$ cat config.mk
export PLATFORM = sky130hd
export DESIGN_NAME = rtc_edit_ctrl
export DESIGN_NICKNAME = d
export VERILOG_FILES = /design/src/rtl/rtc_edit_ctrl.sv
export SDC_FILE = /design/constraint.sdc
export NUM_CORES = 1
export LEC_CHECK = 0
export ABC_AREA = 0
export ABC_CLOCK_PERIOD_IN_PS = 6300
export CAP_MARGIN = 10
export CORE_MARGIN = 5
export CORE_UTILIZATION = 44
export CTS_CLUSTER_SIZE = 40
export DETAILED_ROUTE_END_ITERATION = 8
export DONT_BUFFER_PORTS = 1
export PLACE_DENSITY = 0.59
export SLEW_MARGIN = 20
export SYNTH_ARGS = -nofsm -noshare
export SYNTH_HDL_FRONTEND = slang
export SYNTH_SLANG_ARGS = --single-unit
$ cat constraint.sdc
create_clock -name CLK -period 6.3 [get_ports CLK]
set_clock_uncertainty 0.2 [all_clocks]
set_input_delay 0.945 -clock CLK [delete_from_list [all_inputs] [get_ports CLK]]
set_output_delay 0.945 -clock CLK [all_outputs]
set_load 0.03 [all_outputs]
$ cat src/rtl/rtc_edit_ctrl.sv
// Edit/commit sequencer for RTC time, date and timer fields (BCD, two digits per field).
// Optional macro RTC_WR_TIMEOUT_EN: abort a commit when wr_ack does not arrive in time.

module rtc_edit_ctrl #(
    parameter int unsigned BLINK_FRAMES = 30,
    parameter logic [7:0]  HORA_BASE    = 8'h21,
    parameter logic [7:0]  FECHA_BASE   = 8'h24,
    parameter logic [7:0]  TIMER_BASE   = 8'h41,
    parameter int unsigned ACK_TIMEOUT  = 1023
) (
    input  logic       CLK,
    input  logic       RESET,
    input  logic       btn_mode,
    input  logic       btn_up,
    input  logic       btn_down,
    input  logic       btn_left,
    input  logic       btn_right,
    input  logic       frame_tick,
    input  logic [7:0] cur_f0,
    input  logic [7:0] cur_f1,
    input  logic [7:0] cur_f2,
    input  logic       wr_ack,
    output logic [1:0] edit_mode,
    output logic [1:0] field_sel,
    output logic       blink_on,
    output logic [7:0] f0,
    output logic [7:0] f1,
    output logic [7:0] f2,
    output logic       wr_req,
    output logic [7:0] wr_addr,
    output logic [7:0] wr_data,
    output logic       busy,
    output logic       wr_err
);

    typedef enum logic [1:0] {S_IDLE, S_EDIT, S_COMMIT} state_t;

    localparam logic [7:0] BLINK_LAST = 8'(BLINK_FRAMES);

    state_t     state_q;
    logic [1:0] edit_mode_q, field_sel_q, k_q;
    logic       blink_on_q, wr_req_q, busy_q, wr_err_q;
    logic [7:0] blink_cnt_q, f0_q, f1_q, f2_q, wr_addr_q, wr_data_q;
`ifdef RTC_WR_TIMEOUT_EN
    localparam int unsigned    TO_W    = $clog2(ACK_TIMEOUT + 1);
    localparam logic [TO_W-1:0] TO_LAST = TO_W'(ACK_TIMEOUT - 1);
    logic [TO_W-1:0] to_cnt_q;
`endif

    logic [7:0] fld_cur, fld_min, fld_max, fld_new_d, wr_base, wr_addr_d, wr_data_d;

    // NOTE: every always_comb output gets a default first so no latch is inferred.
    always_comb begin
        fld_cur = f0_q;
        fld_min = 8'h00;
        fld_max = 8'h59;
        wr_base = HORA_BASE;
        case (field_sel_q)
            2'd1:    fld_cur = f1_q;
            2'd2:    fld_cur = f2_q;
            default: ;
        endcase
        if (edit_mode_q == 2'd2) begin
            case (field_sel_q)
                2'd0:    begin fld_min = 8'h01; fld_max = 8'h31; end
                2'd1:    begin fld_min = 8'h01; fld_max = 8'h12; end
                default: fld_max = 8'h99;
            endcase
        end else if (field_sel_q == 2'd0) begin
            fld_max = 8'h23;
        end
        case (edit_mode_q)
            2'd2:    wr_base = FECHA_BASE;
            2'd3:    wr_base = TIMER_BASE;
            default: ;
        endcase
        // BCD compares order like binary, so limits can be tested directly.
        if (btn_up)
            fld_new_d = (fld_cur >= fld_max) ? fld_min :
                        (fld_cur[3:0] == 4'h9) ? {fld_cur[7:4] + 4'h1, 4'h0} : fld_cur + 8'h01;
        else
            fld_new_d = (fld_cur <= fld_min) ? fld_max :
                        (fld_cur[3:0] == 4'h0) ? {fld_cur[7:4] - 4'h1, 4'h9} : fld_cur - 8'h01;
        wr_addr_d = wr_base + {6'd0, k_q};
        wr_data_d = (k_q == 2'd0) ? f2_q : (k_q == 2'd1) ? f1_q : f0_q;
    end

    // NOTE: all state below uses non-blocking assignments only.
    always_ff @(posedge CLK) begin
        if (RESET) begin
            state_q     <= S_IDLE;
            edit_mode_q <= 2'd0;
            field_sel_q <= 2'd0;
            k_q         <= 2'd0;
            blink_on_q  <= 1'b1;
            blink_cnt_q <= 8'd0;
            f0_q        <= 8'h00;
            f1_q        <= 8'h00;
            f2_q        <= 8'h00;
            wr_req_q    <= 1'b0;
            wr_addr_q   <= 8'h00;
            wr_data_q   <= 8'h00;
            busy_q      <= 1'b0;
            wr_err_q    <= 1'b0;
`ifdef RTC_WR_TIMEOUT_EN
            to_cnt_q    <= '0;
`endif
        end else begin
            case (state_q)
                S_IDLE: begin
                    blink_on_q <= 1'b1;
                    if (btn_mode) begin
                        state_q     <= S_EDIT;
                        edit_mode_q <= 2'd1;
                        field_sel_q <= 2'd0;
                        blink_cnt_q <= 8'd0;
                        wr_err_q    <= 1'b0;
                        f0_q        <= cur_f0;
                        f1_q        <= cur_f1;
                        f2_q        <= cur_f2;
                    end
                end
                S_EDIT: begin
                    if (btn_mode) begin
                        state_q     <= S_COMMIT;
                        k_q         <= 2'd0;
                        busy_q      <= 1'b1;
                        wr_req_q    <= 1'b0;
                        wr_err_q    <= 1'b0;
                        blink_on_q  <= 1'b1;
                        blink_cnt_q <= 8'd0;
                    end else if (btn_up || btn_down || btn_right || btn_left) begin
                        blink_on_q  <= 1'b1;
                        blink_cnt_q <= 8'd0;
                        if (btn_up || btn_down) begin
                            case (field_sel_q)
                                2'd1:    f1_q <= fld_new_d;
                                2'd2:    f2_q <= fld_new_d;
                                default: f0_q <= fld_new_d;
                            endcase
                        end else if (btn_right) begin
                            field_sel_q <= (field_sel_q == 2'd2) ? 2'd0 : field_sel_q + 2'd1;
                        end else begin
                            field_sel_q <= (field_sel_q == 2'd0) ? 2'd2 : field_sel_q - 2'd1;
                        end
                    end else if (frame_tick) begin
                        if (blink_cnt_q + 8'd1 == BLINK_LAST) begin
                            blink_on_q  <= ~blink_on_q;
                            blink_cnt_q <= 8'd0;
                        end else begin
                            blink_cnt_q <= blink_cnt_q + 8'd1;
                        end
                    end
                end
                S_COMMIT: begin
                    if (!wr_req_q) begin
                        wr_req_q  <= 1'b1;
                        wr_addr_q <= wr_addr_d;
                        wr_data_q <= wr_data_d;
`ifdef RTC_WR_TIMEOUT_EN
                        to_cnt_q  <= '0;
`endif
                    end else if (wr_ack) begin
                        wr_req_q <= 1'b0;
                        if (k_q == 2'd2) begin
                            busy_q <= 1'b0;
                            if (edit_mode_q == 2'd3) begin
                                state_q     <= S_IDLE;
                                edit_mode_q <= 2'd0;
                                field_sel_q <= 2'd0;
                            end else begin
                                state_q     <= S_EDIT;
                                edit_mode_q <= edit_mode_q + 2'd1;
                                field_sel_q <= 2'd0;
                                blink_cnt_q <= 8'd0;
                                blink_on_q  <= 1'b1;
                                f0_q        <= cur_f0;
                                f1_q        <= cur_f1;
                                f2_q        <= cur_f2;
                            end
                        end else begin
                            k_q <= k_q + 2'd1;
                        end
`ifdef RTC_WR_TIMEOUT_EN
                    end else if (to_cnt_q == TO_LAST) begin
                        wr_req_q    <= 1'b0;
                        wr_err_q    <= 1'b1;
                        busy_q      <= 1'b0;
                        state_q     <= S_IDLE;
                        edit_mode_q <= 2'd0;
                        field_sel_q <= 2'd0;
                    end else begin
                        to_cnt_q <= to_cnt_q + 1'b1;
`endif
                    end
                end
                default: state_q <= S_IDLE;
            endcase
        end
    end

    assign edit_mode = edit_mode_q;
    assign field_sel = field_sel_q;
    assign blink_on  = blink_on_q;
    assign f0        = f0_q;
    assign f1        = f1_q;
    assign f2        = f2_q;
    assign wr_req    = wr_req_q;
    assign wr_addr   = wr_addr_q;
    assign wr_data   = wr_data_q;
    assign busy      = busy_q;
    assign wr_err    = wr_err_q;

endmodule

==> results of run 1 <==
==> power groups by stage <==
| stage | clock network [uW] | logic [uW] | registers, uW |
|---|---|---|---|
| final | 386 | 373 | 487 |
| after global routing | 412 | 410 | 492 |
| after CTS | 393 | 366 | 487 |
| after detailed placement | 0 | 365 | 495 |
| after global placement | 0 | 364 | 495 |
| after floorplan | 0 | 301 | 476 |
==> worst max-delay path by stage <==
stage,end,slack (ps)
2_1_floorplan,f0[5]$_SDFFE_PP0P_,2530
3_3_place_gp,f0[5]$_SDFFE_PP0P_,2010
3_5_place_dp,f1[5]$_SDFFE_PP0P_,1950
4_1_cts,f1[5]$_SDFFE_PP0P_,1940
5_1_grt,f0[4]$_SDFFE_PP0P_,1730
6_report,f1[5]$_SDFFE_PP0P_,1930
==> state kept, by name, indices dropped and copies added, names as in the netlist <==
signal / count
blink_on: 1
f2: 8
wr_req: 1
blink_cnt_q: 8
state_q: 2
wr_addr: 6
wr_data: 8
f1: 8
k_q: 2
edit_mode: 2
busy: 1
field_sel: 2
f0: 8
==> per-layer routing <==
layer | GRT usage [%] | up-vias | part of all wire (%)
li1 | - | 1915 | -
met1 | 29.3 | 1833 | 46
met2 | 33.4 | 145 | 45
met3 | 5.82 | 18 | 7.0
met4 | 5.37 | 0 | 1.6
met5 | 0 | - | 0
==> metrics by stage <==
| stage | hold slack (ps) | util, % | setup WS, ps | area (um2) | power [uW] |
|---|---|---|---|---|---|
| after floorplan | 258 | - | 2530 | 4050 | 776 |
| after global placement | 270 | 44.5 | 2010 | 4050 | 859 |
| after detailed placement | 287 | 44.5 | 1950 | 4050 | 860 |
| after CTS | 298 | 46.9 | 1940 | 4270 | 1250 |
| after global routing | 322 | 46.9 | 1730 | 4270 | 1310 |
| final | 299 | 46.9 | 1930 | 4270 | 1250 |
==> layout make-up <==
type	count	area, um2	area share (%)
Tap cell	111	139	3.25
Inverter	18	67.6	1.58
Clock inverter	5	80.1	1.88
Sequential cell	57	1140	26.7
Clock buffer	10	138	3.22
Multi-Input combinational cell	425	2670	62.6
Timing Repair Buffer	4	30.0	0.703
==> layout by cell type (no fill, tap or decap), types with 4 or more instances in the layout <==
cell type  count
clkbuf_8      10
a311oi_1      16
xnor2_1        6
dfxtp_1       57
mux2i_1       13
nand3_1       15
o211ai_1       4
a22oi_1        8
a41oi_1        5
ha_1          25
a21o_1         7
nor3_1         7
nor2b_1        8
nand2_1       70
nand4_1        5
or3_1          4
nor4_1         5
and4_1         4
and3_1         4
o21bai_1       9
a221oi_1       5
nand2b_1       6
o21ai_0       31
a211oi_1       6
inv_1         16
buf_4          4
a31oi_1       18
nor2_1        56
a21oi_1       45
==> cells by family (layout without fill, tap and decap cells) <==
logic type	Yosys count	in the layout
simple gates	197	197
compound gates	178	178
flops	57	57
buf+inv	53	37
fa+ha+maj	25	25
mux	16	16
xor+xnor	6	6
other cells	1	3
==> worst min-delay path, stage by stage (launching register included) <==
cell	delay, ps
dfxtp_1	330
o21ai_0	80
a21oi_1	60
==> metrics, run 1 <==
# port buffers=0; Nets=573; clock buffer count from CTS=9; R2R Path End=f1[5]$_SDFFE_PP0P_; DR iter-0 viols=337; crit path DAT=4410 ps; largest net degree at the start of global routing=58; top cells by area, synth=dfxtp_1 28%, ha_1 7.7%, nand2_1 6.5%; Setup Fix Bufs, Post-CTS=0; most instantiated library cell after synthesis=nand2_1; Peak supply drop=roughly 120 uV; Die ar.=11200 um2; outcome=completed; routability cong.=0.954; Levels on crit path=11; worst reg2reg path depth=11; Area Overhead vs Synth=5.57%; sequential area share after synthesis=28.2%; highest achievable clock rate=approximately 0.23 GHz; Post-synth ARST share=0%; final wirelength=12100 um; Yosys reg bits=57; vias in the first global route=about 3500; Crit-path slowest cell=ha_1; CP bufs+invs=2; crit-path cells=inv_1 -> ha_1 -> a21o_1 -> inv_1 -> ha_1 -> a211o_1 -> a211o_1 -> a21oi_1 -> o221a_2 -> o2111ai_1 -> a311oi_1; adder-cell share of the synthesized area=7.74%; Slew HR=36.4%; # Max-Cap Violations=0; dominant cell type by area after synthesis=dfxtp_1; H-tree Lvls=3; CP max stage delay=820 ps; DRC=0; XOR/XNOR Fraction of Synth Area=1.30%; Final Hold Viols=0; standard cell core area=between 9000 and 10000 um2; Post-synth EDFFs=0; final worst-path cycle share=about 69%; CP Class=flop to flop; clock slew at reported path FFs=80 ps; Fillers=911; sequential power share=39.1%; ratio of cells with drive above 1 in the final layout=7.32%; Die Span X=about 110 um; synth warn=0; RSZ-0062 raised after global routing=false; Post-synth top flop=dfxtp_1; Cell Area, Synth=just over 4000 um2; Final ANT Viol Nets=0; Simple-Gate Fraction of Synth Area=between 20% and 30%; total negative setup slack=0 ps; r2r setup slk=between 1500 and 2000 ps; vias post-DR=3911; CTS Root Cell=clkbuf_8; clock power share=30.9%; Via-to-Cell Ratio=around 6.2; Syn Area/Cell=7.59 um2; Sink Count=57; Startpoint Class=flop; min cycle time layout=4370 ps; CP Capture Type=flop; Critical Path RT=6340 ps; Hold Path Stages=2; initial antenna violation count=0; Sw Share=39.5%; I/O pin count=81; Lkg Pwr=0.00153 uW; post-synthesis compound-gate area fraction=29.8%; P_int=754 uW; Hold WC Path Type=flop to flop; Final Slew Violations=0; power per cell area=292 nW/um2; dpl hpwl=roughly 9200 um; combinational family with the most area after synthesis=compound AO/OA/AOI/OAI gates; Initial Utilization=44.4%; Hold Path Sink=blink_cnt_q[7]$_SDFFE_PP0P_; average wire per standard cell=19.3 um; Synth top area share=28.2%; CP top delay family=compound AO/OA/AOI/OAI gates; GR Util All Layers=21.4%; first-pass GRT wire length=19200 um; crit path launch=field_sel[0]$_SDFFE_PP0P_; hold_sp=blink_cnt_q[7]$_SDFFE_PP0P_; GR Overflow Total=0; Die H=106 um; CP Max Fanout=22; clock buffer depth=2; TritonCTS clock tree=built; setup violators final=0; # resized after CTS=0; worst-margin pin slew=952 ps; Mapped Cells=about 530; Finished Layout Cells=630; Hold Buf Count CTS=0; first drt pass iteration count=6; Row Count=35; Comb power frac=about 30%; antenna cells=0; Cell variety after synth=between 60 and 70; Psw=492 uW; Cells after DPL=615; most instantiated cells after synthesis=70 x nand2_1, 57 x dfxtp_1, 56 x nor2_1; FF-to-FF Start=field_sel[0]$_SDFFE_PP0P_; multiplexer area fraction after synthesis=4.05%; clk_lat worst skew=340 ps
Power figures use the tool's default switching activity.
==> inputs of run 2 (changes only) <==
--- a/config.mk
+++ b/config.mk
@@ -6,7 +6,7 @@
 export NUM_CORES = 1
 export LEC_CHECK = 0
 export ABC_AREA = 0
-export ABC_CLOCK_PERIOD_IN_PS = 6300
+export ABC_CLOCK_PERIOD_IN_PS = 4030
 export CAP_MARGIN = 10
 export CORE_MARGIN = 5
 export CORE_UTILIZATION = 44
==> constraint.sdc (replaced) <==
create_clock -name CLK -period 4.03 [get_ports CLK]
set_clock_uncertainty 0.2 [all_clocks]
set_input_delay 0.6045 -clock CLK [delete_from_list [all_inputs] [get_ports CLK]]
set_output_delay 0.6045 -clock CLK [all_outputs]
set_load 0.03 [all_outputs]
==> metrics, run 2 (synthesis results as in run 1) <==
outcome=completed; min cycle time layout=about 3600 ps; CP max stage delay=about 600 ps; Startpoint Class=flop; setup violators final=0; Initial Utilization=44.4%; clock power share=31.4%; total negative setup slack=0 ps; placed cell area=about 4200 um2; Die Span X=106 um; vias in the first global route=3632; first-pass GRT wire length=19900 um; Final ANT Viol Nets=0; CP Class=flop to flop; P_int=around 1200 uW; TritonCTS clock tree=built; worst-margin pin slew=~1000 ps; CP Max Fanout=14; clock slew at reported path FFs=70 ps; CP Capture Type=flop; clock buffer depth=2; I/O pin count=81; vias post-DR=4032; Critical Path RT=4080 ps; final wirelength=12400 um; Peak supply drop=180 uV; Sw Share=38.5%; Comb power frac=32.8%; Final Cell Area=roughly 4400 um2; Row Count=35; Area Overhead vs Synth=9.25%; Hold Buf Count CTS=0; clk_lat worst skew=340 ps; Lkg Pwr=0.00164 uW; # port buffers=0; Sink Count=57; Die H=106 um; commonest non-fill, non-tap cells in the layout=70 x nand2_1, 57 x dfxtp_1, 56 x nor2_1; most common cell after layout, fill and taps aside=nand2_1; ratio of cells with drive above 1 in the final layout=between 10% and 20%; largest net degree at the start of global routing=58; standard cell core area=9110 um2; RSZ-0062 raised after global routing=false; Final Hold Viols=0; Final Slew Violations=0; crit-path cells=inv_1 -> ha_1 -> nor2_1 -> a21oi_2 -> inv_1 -> ha_1 -> a21oi_1 -> nor3_4 -> and2_1 -> or3_4 -> a311oi_1; Setup Fix Bufs, Post-CTS=0; Nets=590; CTS Root Cell=clkbuf_8; clock buffer count from CTS=9; initial antenna violation count=0; Die ar.=11200 um2; highest achievable clock rate=0.275 GHz; dpl hpwl=9440 um; crit path DAT=3690 ps; Slew HR=between 30% and 40%; GR Util All Layers=22.2%; first drt pass iteration count=5; Via-to-Cell Ratio=6.22; Psw=~780 uW; average wire per standard cell=about 19 um; sequential power share=approximately 36%; GR Overflow Total=0; final worst-path cycle share=~90%; Core Util, Final=~49%; DR iter-0 viols=about 330; antenna cells=0; # resized after CTS=0; power per cell area=459 nW/um2; Crit-path slowest cell=ha_1; routability cong.=0.998; Hold WC Path Type=primary input to flop; # Max-Cap Violations=0; H-tree Lvls=3; DRC=0
## run 2: cell types whose count changed in the layout (fill, tap and decap cells not counted)
cell,previous run,this run
buf_4,4,21
clkbuf_8,10,12
clkinvlp_4,2,0
clkinv_4,0,1
## run 2: stage by stage
| stage | setup slack (ps) | power, uW | hold WS [ps] | std cells |
|---|---|---|---|---|
| 2_1_floorplan | 258 | 1210 | 258 | 535 |
| 3_3_place_gp | 534 | 1380 | 270 | 632 |
| 3_5_place_dp | 472 | 1380 | 284 | 632 |
| 4_1_cts | 452 | 2020 | 116 | 648 |
| 5_1_grt | 105 | 2130 | 111 | 648 |
| 6_report | 388 | 2030 | 128 | 648 |
## run 2: routing by layer
| metal | track usage (%) | part of all wire (%) | routed length, um | vias to the layer above |
|---|---|---|---|---|
| li1 | - | - | - | 1950 |
| met1 | 31.1 | 46 | 5670 | 1861 |
| met2 | 32.3 | 43 | 5400 | 186 |
| met3 | 5.88 | 8.1 | 1010 | 35 |
| met4 | 8.51 | 2.8 | 348 | 0 |
| met5 | 0 | 0 | 0 | - |
## run 2: worst paths after layout
check             slack (ps)  cells after the start                          end                   startpoint
setup / recovery         390                     11           f2[2]$_SDFFE_PP0P_    field_sel[1]$_SDFFE_PP0P_
hold / removal           130                      1      state_q[1]$_SDFFE_PP0P_                        RESET
setup reg to reg         390                     11           f2[2]$_SDFFE_PP0P_    field_sel[1]$_SDFFE_PP0P_
hold reg to reg          290                      2  blink_cnt_q[7]$_SDFFE_PP0P_  blink_cnt_q[7]$_SDFFE_PP0P_
## run 2: layout make-up
class                           count  area [um2]
Fill cell                         904        4690
Sequential cell                    57        1140
Tap cell                          111         139
Clock inverter                      4        73.8
Clock buffer                       12         165
Inverter                           18        67.6
Timing Repair Buffer               21         158
Multi-Input combinational cell    425        2670
## run 2: critical path: cells and delay by family, from the launching register on
| family | cells | cell delay (ps) |
|---|---|---|
| AND/OR/NAND/NOR | 4 | 930 |
| AO/OA/AOI/OAI | 3 | 900 |
| adder cells (fa/ha/maj) | 2 | 890 |
| flip-flops | 1 | 360 |
| buffers and inverters | 2 | 280 |
## run 2: power by group through the flow
stage          clock network (uW)  logic (uW)  registers (uW)
4_1_cts                       645         646             728
3_5_place_dp                    0         644             741
2_1_floorplan                   0         470             743
3_3_place_gp                    0         643             740
5_1_grt                       677         721             735
6_report                      636         665             728
==> inputs of run 3 (changes only) <==
--- a/config.mk
+++ b/config.mk
@@ -8,12 +8,11 @@
 export ABC_AREA = 0
 export ABC_CLOCK_PERIOD_IN_PS = 4030
 export CAP_MARGIN = 10
-export CORE_MARGIN = 5
+export CORE_MARGIN = 2
 export CORE_UTILIZATION = 44
 export CTS_CLUSTER_SIZE = 40
 export DETAILED_ROUTE_END_ITERATION = 8
-export DONT_BUFFER_PORTS = 1
-export PLACE_DENSITY = 0.59
+export PLACE_DENSITY = 0.7
 export SLEW_MARGIN = 20
 export SYNTH_ARGS = -nofsm -noshare
 export SYNTH_HDL_FRONTEND = slang
==> constraint.sdc (replaced) <==
create_clock -name CLK -period 4.03 [get_ports CLK]
set_clock_uncertainty 0.2 [all_clocks]
set_input_delay 0.806 -clock CLK [delete_from_list [all_inputs] [get_ports CLK]]
set_output_delay 0.806 -clock CLK [all_outputs]
set_load 0.03 [all_outputs]
==> metrics, run 3 (synthesis results as in run 1) <==
setup violators final=0; DR iter-0 viols=343; Crit-path slowest cell=dfxtp_1; crit path launch=field_sel[1]$_SDFFE_PP0P_; first-pass GRT wire length=~21000 um; worst reg2reg path depth=12; power per cell area=392 nW/um2; Finished Layout Cells=around 720; dpl hpwl=9890 um; final worst-path cycle share=94.2%; Critical Path End=f0[5]$_SDFFE_PP0P_; RSZ-0062 raised after global routing=false; Final Slew Violations=0; Hold Buf Count CTS=0; most common cell after layout, fill and taps aside=clkdlybuf4s50_1; Final ANT Viol Nets=0; r2r setup slk=230 ps; Die ar.=9970 um2; worst-margin pin slew=1040 ps; routability cong.=1.00; Levels on crit path=12; vias post-DR=4355; H-tree Lvls=3; antenna cells=0; Die Span X=99.9 um; TritonCTS clock tree=built; clk_lat worst skew=360 ps; Die H=between 90 and 100 um; commonest non-fill, non-tap cells in the layout=76 x clkdlybuf4s50_1, 70 x nand2_1, 57 x dfxtp_1; initial antenna violation count=0; Hold WC Path Type=flop to flop; crit-path cells=inv_1 -> ha_1 -> a22oi_1 -> a21o_1 -> inv_1 -> ha_1 -> a211o_1 -> a211o_1 -> a21oi_1 -> o221a_2 -> o2111ai_1 -> a311oi_1; first drt pass iteration count=5; min cycle time layout=3800 ps; CP Max Fanout=11; DRC=0; final wirelength=between 10000 and 15000 um; Nets=660; # port buffers=77; CP Capture Type=flop; highest achievable clock rate=approximately 0.26 GHz; ratio of cells with drive above 1 in the final layout=8.24%; CP Class=flop to flop; Row Count=34; average wire per standard cell=roughly 18 um; total negative setup slack=0 ps; Peak supply drop=234 uV; CP top delay family=compound AO/OA/AOI/OAI gates; largest net degree at the start of global routing=58; GR Util All Layers=26.7%; Initial Utilization=45.9%; GR Overflow Total=0; crit path DAT=3840 ps; Area Overhead vs Synth=25.0%; clock slew at reported path FFs=80 ps; vias in the first global route=4138; Final Hold Viols=0; standard cell core area=a little under 9000 um2; Fillers=between 800 and 900; outcome=completed; Cells after DPL=699; Via-to-Cell Ratio=6.09; Startpoint Class=flop; clock buffer count from CTS=9; Critical Path RT=4080 ps; Sink Count=57; R2R Path End=f0[5]$_SDFFE_PP0P_; # Max-Cap Violations=0; CTS Root Cell=clkbuf_8; Lkg Pwr=0.00185 uW; CP max stage delay=just under 400 ps; FF-to-FF Start=field_sel[1]$_SDFFE_PP0P_; CP bufs+invs=2; Slew HR=30.4%; clock buffer depth=2; I/O pin count=81
==> run 3: worst min path at each step <==
stage | startpoint | to | slack [ps] | depth (start not counted)
detailed placement | wr_addr[3]$_SDFFE_PP0P_ | wr_addr[3]$_SDFFE_PP0P_ | 250 | 2
CTS | wr_addr[3]$_SDFFE_PP0P_ | wr_addr[3]$_SDFFE_PP0P_ | 250 | 2
floorplan | blink_cnt_q[7]$_SDFFE_PP0P_ | blink_cnt_q[7]$_SDFFE_PP0P_ | 260 | 2
finish | wr_addr[3]$_SDFFE_PP0P_ | wr_addr[3]$_SDFFE_PP0P_ | 250 | 2
global route | wr_addr[3]$_SDFFE_PP0P_ | wr_addr[3]$_SDFFE_PP0P_ | 280 | 2
global placement | wr_addr[3]$_SDFFE_PP0P_ | wr_addr[3]$_SDFFE_PP0P_ | 240 | 2
==> run 3: routing by layer <==
metal	track usage (%)	part of all wire, %	up-vias
li1	-	-	2095
met1	36.7	45	2048
met2	41.5	45	184
met3	4.18	7.2	28
met4	11.6	2.7	0
met5	0	0	-
==> run 3: power breakdown <==
part / leakage (uW) / switching, uW / total, uW / internal (uW)
logic: 0.00130 / 509 / 833 / 324
clock network: 0.0000818 / 259 / 477 / 218
registers: 0.000466 / 62.8 / 671 / 609
==> run 3: cell type report <==
| cell class | instances | area, um2 | share of cell area [%] |
|---|---|---|---|
| flip-flops and latches | 57 | 1140 | 22.6 |
| repair buffers | 91 | 871 | 17.2 |
| multi-input cells | 425 | 2680 | 53.0 |
| well taps | 108 | 135 | 2.67 |
| clock buffers | 10 | 128 | 2.53 |
| inverters | 18 | 67.6 | 1.34 |
| clock inverters | 6 | 35.0 | 0.693 |
==> run 3: metrics by stage <==
step | util, % | hold slack, ps | power (uW) | setup WS, ps | instance area [um2]
detailed placement | 55.5 | 245 | 1500 | 229 | 4890
CTS | 57.4 | 253 | 1970 | 198 | 5050
global route | 57.4 | 279 | 2080 | 42.5 | 5050
floorplan | - | 258 | 1210 | 258 | 4050
global placement | 55.5 | 240 | 1500 | 369 | 4890
finish | 57.4 | 251 | 1980 | 233 | 5050
==> run 3: worst reg2reg max path, stage by stage (launching register included) <==
cell       delay [ps]
dfxtp_1           390
inv_1             110
ha_1              370
a22oi_1           230
a21o_1            350
inv_1             140
ha_1              340
a211o_1           280
a211o_1           260
a21oi_1           130
o221a_2           350
o2111ai_1         220
a311oi_1          300
==> run 3: what timing repair did <==
item / CTS / global route
setup endpoints to repair: 0 / 8
gates resized for setup: 0 / 1
buffers inserted: 0 / 0
